==> config.mk <==
export PLATFORM = sky130hd
export DESIGN_NAME = icache_fetch_if
export DESIGN_NICKNAME = d
export VERILOG_FILES = /design/src/rtl/icache_fetch_if.sv
export SDC_FILE = /design/constraint.sdc
export NUM_CORES = 1
export LEC_CHECK = 0
export BUFFER_PORTS_ARGS = -buffer_cell sky130_fd_sc_hd__clkbuf_2
export CELL_PAD_IN_SITES_DETAIL_PLACEMENT = 1
export CELL_PAD_IN_SITES_GLOBAL_PLACEMENT = 2
export CORE_MARGIN = 10
export CORE_UTILIZATION = 31
export CTS_BUF_LIST = sky130_fd_sc_hd__clkbuf_4
export DETAILED_ROUTE_END_ITERATION = 16
export PLACE_DENSITY_LB_ADDON = 0.1
export SLEW_MARGIN = 10
export SYNTH_ARGS = -nofsm -noshare
export SYNTH_HDL_FRONTEND = slang
export SYNTH_SLANG_ARGS = --single-unit
==> constraint.sdc <==
create_clock -name clk_i -period 7.4 [get_ports clk_i]
set_input_delay 0.74 -clock clk_i [delete_from_list [all_inputs] [get_ports clk_i]]
set_output_delay 0.74 -clock clk_i [all_outputs]
set_load 0.01 [all_outputs]
==> src/rtl/icache_fetch_if.sv <==
// Fetch-side responder for the icache. A one-line fetch buffer answers hits in the same cycle.
// Misses go out as line requests to the icache array through a four-state FSM.
module icache_fetch_if #(
    parameter int VADDR_W = 40,
    parameter int LINE_W  = 128,
    parameter int INST_W  = 32
) (
    input  logic               clk_i,
    input  logic               rst_i,
    input  logic               req_valid_i,
    input  logic [VADDR_W-1:0] req_vaddr_i,
    input  logic               req_invalidate_icache_i,
    input  logic               req_invalidate_buffer_i,
    input  logic               req_inval_fetch_i,
    output logic               resp_valid_o,
    output logic [INST_W-1:0]  resp_data_o,
    output logic               resp_instr_page_fault_o,
    output logic               ic_req_valid_o,
    output logic [VADDR_W-1:0] ic_req_vaddr_o,
    input  logic               ic_req_ready_i,
    output logic               ic_req_kill_o,
    output logic               ic_flush_o,
    input  logic               ic_resp_valid_i,
    input  logic [LINE_W-1:0]  ic_resp_data_i,
    input  logic               ic_resp_xcpt_i
);

    localparam int TAG_W = VADDR_W - 4;
    localparam int WORDS = LINE_W / INST_W;

    typedef enum logic [1:0] {
        ST_IDLE,
        ST_REQ,
        ST_WAIT,
        ST_DROP
    } state_t;

    state_t             state_reg, state_next;
    logic [TAG_W-1:0]   addr_reg, addr_next;
    logic               buf_valid_reg;
    logic [TAG_W-1:0]   buf_tag_reg;
    logic [LINE_W-1:0]  buf_data_reg;
    logic               buf_xcpt_reg;
    logic               flush_reg;

    logic               hit;
    logic               abort;
    logic               fill;
    logic [INST_W-1:0]  buf_words [WORDS];
    logic               unused_vaddr_lsb;

    assign unused_vaddr_lsb = ^req_vaddr_i[1:0];

    generate
        for (genvar gi = 0; gi < WORDS; gi++) begin : g_word
            assign buf_words[gi] = buf_data_reg[gi*INST_W +: INST_W];
        end
    endgenerate

    assign abort = req_inval_fetch_i | req_invalidate_icache_i;
    assign hit   = req_valid_i & buf_valid_reg
                 & (req_vaddr_i[VADDR_W-1:4] == buf_tag_reg)
                 & ~req_invalidate_buffer_i & ~req_inval_fetch_i;

    assign resp_valid_o            = hit;
    assign resp_instr_page_fault_o = hit & buf_xcpt_reg;
    assign resp_data_o             = (hit & ~buf_xcpt_reg) ? buf_words[req_vaddr_i[3:2]] : '0;

    assign ic_req_vaddr_o = (state_reg == ST_REQ) ? {addr_reg, 4'b0000} : '0;
    assign ic_flush_o     = flush_reg;

    always_comb begin
        state_next     = state_reg;
        addr_next      = addr_reg;
        fill           = 1'b0;
        ic_req_valid_o = 1'b0;
        ic_req_kill_o  = 1'b0;
        case (state_reg)
            ST_IDLE: begin
                if (req_valid_i & ~hit & ~abort) begin
                    addr_next  = req_vaddr_i[VADDR_W-1:4];
                    state_next = ST_REQ;
                end
            end
            ST_REQ: begin
                // Valid is withheld on abort so the icache can never accept a request we then forget.
                if (abort) begin
                    state_next = ST_IDLE;
                end else begin
                    ic_req_valid_o = 1'b1;
                    if (ic_req_ready_i) state_next = ST_WAIT;
                end
            end
            ST_WAIT: begin
                if (ic_resp_valid_i) begin
                    fill       = ~abort;
                    state_next = ST_IDLE;
                end else if (abort) begin
                    ic_req_kill_o = 1'b1;
                    state_next    = ST_DROP;
                end
            end
            ST_DROP: begin
                if (ic_resp_valid_i) state_next = ST_IDLE;
            end
            default: state_next = ST_IDLE;
        endcase
    end

    always_ff @(posedge clk_i or posedge rst_i) begin
        if (rst_i) begin
            state_reg <= ST_IDLE;
            addr_reg  <= '0;
            flush_reg <= 1'b0;
        end else begin
            state_reg <= state_next;
            addr_reg  <= addr_next;
            flush_reg <= req_invalidate_icache_i;
        end
    end

    // Any invalidation wins over a same-cycle fill, leaving the buffer empty.
    always_ff @(posedge clk_i or posedge rst_i) begin
        if (rst_i) begin
            buf_valid_reg <= 1'b0;
            buf_tag_reg   <= '0;
            buf_data_reg  <= '0;
            buf_xcpt_reg  <= 1'b0;
        end else begin
            if (fill) begin
                buf_tag_reg  <= addr_reg;
                buf_data_reg <= ic_resp_data_i;
                buf_xcpt_reg <= ic_resp_xcpt_i;
            end
            if (req_invalidate_buffer_i | abort)
                buf_valid_reg <= 1'b0;
            else if (fill)
                buf_valid_reg <= 1'b1;
        end
    end

endmodule

# Word level (Yosys, flattened, before mapping)
# Cells that the tools add are included.
[op_classes]
n_lt_le_gt_ge = 1
eq_ne = 8
mux = 21
bitwise_logic = 16
reduce_logical = 4
[ops]
columns = ["op", "count"]
rows = [
  ["$mux W32", 3],
  ["$bmux W32 S2", 1],
  ["$mux W40", 1],
  ["$eq A36 B36 Y1", 1],
  ["$mux W2", 6],
  ["$mux W1", 9],
  ["$and A1 B1 Y1", 8],
  ["$pmux W2 S4", 1],
  ["$ne A3 B3 Y1 const B", 2],
  ["$not A1 Y1", 5],
  ["$eq A2 B2 Y1 const B", 2],
  ["$ne A2 B2 Y1 const B", 2],
  ["$reduce_and A4 Y1", 1],
  ["$ge A3 B3 Y1 const B", 1],
  ["$not A2 Y3", 1],
  ["$eq A2 B1 Y1 const B", 1],
  ["$logic_not A2 Y1", 1],
  ["$or A1 B1 Y1", 2],
  ["$reduce_and A2 Y1", 1],
  ["$reduce_bool A2 Y1", 1],
]
[totals]
regBits = 205
inputBits = 177
output_inout_bits = 77
elab_cells = 57

# Depth between registers and ports, before layout
[logic_depth]
ltp_word = 9
ltp_mapped = 7
depth_no_buf = 5

# Least setup slack after synthesis
# Ideal clock, no wire load.
[synth_timing]
path_type = "in2out"
start = "in req_vaddr_i[23]"
end = "out resp_data_o[21]"
arrival_time_ns = 2.200
required_ns = 6.660
setup_slack_ns = 4.460
path_stages = 6
n_path_buf = 1
cell_sequence = "xor2_1 -> nor4_2 -> nand4_1 -> or4_4 -> buf_6 -> nor2b_1"
[synth_via]
elab_chain_cells = 6
[synth_rtl]
columns = ["item", "line_no", "rtl"]
rows = [
  ["start: declaration", "11", "input logic [VADDR_W-1:0] req_vaddr_i,"],
  ["$eq A36 B36 Y1", "62", "& (req_vaddr_i[VADDR_W-1:4] == buf_tag_reg)"],
  ["$and A1 B1 Y1", "62", ""],
  ["$and A1 B1 Y1 (2 in series)", "63", "& ~req_invalidate_buffer_i & ~req_inval_fetch_i;"],
  ["$and A1 B1 Y1", "67", "assign resp_data_o = (hit & ~buf_xcpt_reg) ? buf_words[req_vaddr_i[3:2]] : '0;"],
  ["$mux W32", "67", ""],
  ["end: declaration", "16", "output logic [INST_W-1:0] resp_data_o,"],
]
# No other way between the ends.

# Final worst setup path
[layout_timing]
start = "reg buf_tag_reg[1]"
end = "out resp_data_o[21]"
[layout_via]
elab_chain_cells = 6
[layout_rtl]
columns = ["item", "line_no", "rtl"]
rows = [
  ["start: declaration", "41", "logic [TAG_W-1:0] buf_tag_reg;"],
  ["start signal: assignment", "131", "buf_tag_reg <= addr_reg;"],
  ["$eq A36 B36 Y1", "62", ""],
  ["$and A1 B1 Y1", "62", ""],
  ["$and A1 B1 Y1 (2 in series)", "63", ""],
  ["$and A1 B1 Y1", "67", ""],
  ["$mux W32", "67", ""],
]
# No other way between the ends.

==> flow_results.org <==
** Layout
- From synthesis to final layout, the design area changed by 23.5%.
- The final layout contains approximately 1.2k nets.
- Utilization of the core after routing :: 0.385
- Once layout is complete, the cells apart from fillers number 1546.
- The register with the most flip-flops in the layout has 128 of them.
- Of the cells placed in the final design, the portion with a size suffix greater than 1 is 0.544.
- The filler cells instantiated in the layout total 3602.

** Floorplan
- Core box area :: roughly 32000 um^2
- Number of primary I/O pins :: about 250
- The floorplan step set the die height to about 200 um.
- Measured along the x axis, the die boundary spans ~200 um.
- The initial utilization of the core area, before any placement, comes to 0.312.
- Die Area :: 40200 um^2
- Row generation in the floorplan step produced 66 rows.

** Global route
- Overall Global Routing Usage :: 0.160
- Antenna violations before repair :: 2
- The total overflow left after global routing is 0.
- The first global-routing pass estimated 50800 um of wire.
- The number of global-route vias before repair came to 8311.
- Entering global routing, the biggest net connects 110 pins.

** Setup path
- Worst reg2reg setup slack :: between 4000 and 5000 ps
- In this run the critical register-to-register path is captured at addr_reg[4].
- CP required :: about 6700 ps
- Sort of element at the start of the critical path :: register
- The worst register-to-register path has a depth of 6.
- Arrival time reported for the critical path endpoint :: 3170 ps
- The worst setup path is of the register to primary output kind.
- In this run the critical register-to-register path is launched from buf_tag_reg[7].
- Worst Setup End Kind :: primary output
- Crit path max fanout :: 32

** Power and ir drop
- Power density over the cells :: ~230 nW/um^2
- Peak VDD IR :: around 0.000084 V
- Lkg Pwr :: roughly 6.3 nW

** CTS
- The clock tree synthesis step divided the H-tree into 3 levels.
- Skew-Pair Late Insertion Delay :: about 640 ps
- Clock net sink count :: about 210
- TritonCTS created 66 clock buffers.
- TritonCTS built the clock tree.
- Buffers added to address setup during post-CTS repair amount to 0.
- Clock slew at reported path FFs :: 60 ps
- The clock passes through at most 3 buffers.
- Hold-fix buffer count after cts :: 0
- After clock tree synthesis, the repair step resized 0 gates.
- The tree is rooted in a clkbuf_4.

** Place
- Total placed cells including tap cells :: roughly 1.4k
- RD Place Congestion :: around 0.71
- Detailed placement finished with a half-perimeter wire length of ~22000 um.
- The count of buffers added on input and output ports is 247.

** Yosys
- By count the netlist is led by dfrtp_1 (205), mux2_2 (164), nand2_1 (75).
- Synthesis inferred around 210 register bits.
- After synthesis the cells add up to 10100 um^2.
- Most frequently used cell type in the post-synthesis netlist :: dfrtp_1
- In the synthesized netlist, the number of instances is between 800 and 900.
- Dominant register cell in the synthesized netlist :: dfrtp_1
- After synthesis, the share of flip-flops with an asynchronous set or reset is 1.00.
- Number of enable-type register cells in the synthesized netlist :: 0
- Top cells by area in the synthesized netlist :: dfrtp_1 (51%), mux2_2 (18%), mux4_2 (7.1%)
- Of the post-synthesis cell area, the dominant cell type holds 0.508.
- Proportion of synthesized chip area in sequential cells :: 0.508
- The synthesized design spends more area on one cell type than any other, namely dfrtp_1.
- Post-Syn Area per Cell :: about 12 um^2
- The Yosys step of the flow raised 0 warnings.
- Cell variety after synth :: 30

** STA
- Setup repair after global routing left no endpoint under its margin.
- Fmax :: around 0.26 GHz
- Finish-stage setup viols :: 0
- Counting I/O delays and the setup requirement, the final critical path takes between 3000 and 4000 ps.
- Post-route fraction of the period consumed by the critical path :: 0.528
- Clk_skew :: between 40 and 50 ps
- In the final timing run, aggregate negative setup slack is 0 ps.
- The final-report max-slew violation count was 0.
- Slew headroom :: 0.394
- Slew @ Worst Pin :: just over 900 ps
- The final-report hold violation count was 0.

** Route
- The count of nets left with antenna violations once routing finished came out at 0.
- Average detailed-routed wire length per instance :: roughly 21 um
- After detailed routing, the number of vias per cell comes to 4.93.
- For this block, the initial DRC count from the detailed router was roughly 290.
- The final layout contains routed wiring with a total length of ~33000 um.
- The routed layout has approximately 7.6k vias.
- The first detailed-routing pass took 4 iterations.
- In the routed design, unresolved DRC markers number 0.

** Hold path
- Type of the tightest min-delay check :: input pin to asynchronous set/reset pin

** Job
- Max-cap violation count :: 0

** Outcome
- The run finished with clean final reports.
through the flow:
step / instance area [um^2] / total power, mW / hold slack (ps) / setup WS, ps
detailed placement: 11700 / 1.80 / 491 / 3620
global route: 12500 / 3.10 / 201 / 3360
global placement: 11700 / 1.79 / 485 / 3620
floorplan: 10100 / 1.64 / 475 / 1060
CTS: 12500 / 2.98 / 170 / 3340
finish: 12500 / 2.91 / 193 / 3490
cells in the final DEF (no fill, tap or decap), types with 2 or more instances in the layout:
cell type    n
xor2_1      36
conb_1       4
and4_4       2
buf_4       11
nand4_1     38
dfrtp_1    205
mux2_2     164
clkinv_1     7
bufinv_16    2
nor2b_1     28
diode_2      2
nand2_1     75
a31o_2      36
clkbuf_4    92
o21ai_0      3
nor4_1      17
inv_1        3
nand3_1     38
nor3_1       3
nor2_1       4
mux4_2      32
inv_2        2
nor2b_2      4
clkbuf_2   247
and3_1      38
worst max-delay path by stage:
| stage | from | to | slack, ps | cells after the start |
|---|---|---|---|---|
| 3_3_place_gp | req_vaddr_i[5] | resp_data_o[14] | 3620 | 7 |
| 5_1_grt | buf_tag_reg[1] | resp_data_o[12] | 3360 | 6 |
| 2_1_floorplan | rst_i | addr_reg[0] | 1060 | 1 |
| 6_report | buf_tag_reg[1] | resp_data_o[21] | 3490 | 6 |
| 3_5_place_dp | req_vaddr_i[5] | resp_data_o[12] | 3620 | 7 |
| 4_1_cts | buf_tag_reg[1] | resp_data_o[12] | 3340 | 6 |
area by class of cell:
cell class / instances / area [um^2] / share of cell area
Sequential cell: 205 / 5130 / 0.412
Clock inverter: 12 / 101 / 0.00813
Clock buffer: 92 / 691 / 0.0554
Timing Repair Buffer: 259 / 1340 / 0.107
Antenna cell: 2 / 5.00 / 0.000401
Multi-Input combinational cell: 530 / 4620 / 0.371
Tap cell: 442 / 553 / 0.0444
Inverter: 4 / 22.5 / 0.00181
worst max-delay path, stage by stage (launching register included):
cell	delay [ps]
dfrtp_1	380
xor2_1	220
nor4_2	420
nand4_1	270
or4_4	820
nor2b_1	240
clkbuf_2	160
per-layer routing:
metal | up-vias | share of wire | global-route usage
li1 | 3489 | - | -
met1 | 3878 | 0.46 | 0.204
met2 | 197 | 0.48 | 0.264
met3 | 53 | 0.041 | 0.0373
met4 | 0 | 0.018 | 0.0490
met5 | - | 0 | 0
report_power, final:
group	leakage, nW	internal (mW)	switching [mW]	total [mW]
Sequential	2.74	1.28	0.101	1.38
Clock	0.471	0.634	0.505	1.14
Combinational	3.09	0.220	0.172	0.393
Total	6.29	2.13	0.779	2.91
logic make-up after synthesis:
kind of cell	synth area share
xor gates and xnor gates	0.0312
DFF	0.508
AOI/OAI and AO/OA	0.0347
other	0.000371
muxes	0.254
and+or+nand+nor	0.135
buffers and inverters	0.0363
Note: power is estimated with default switching activity, not from simulation.
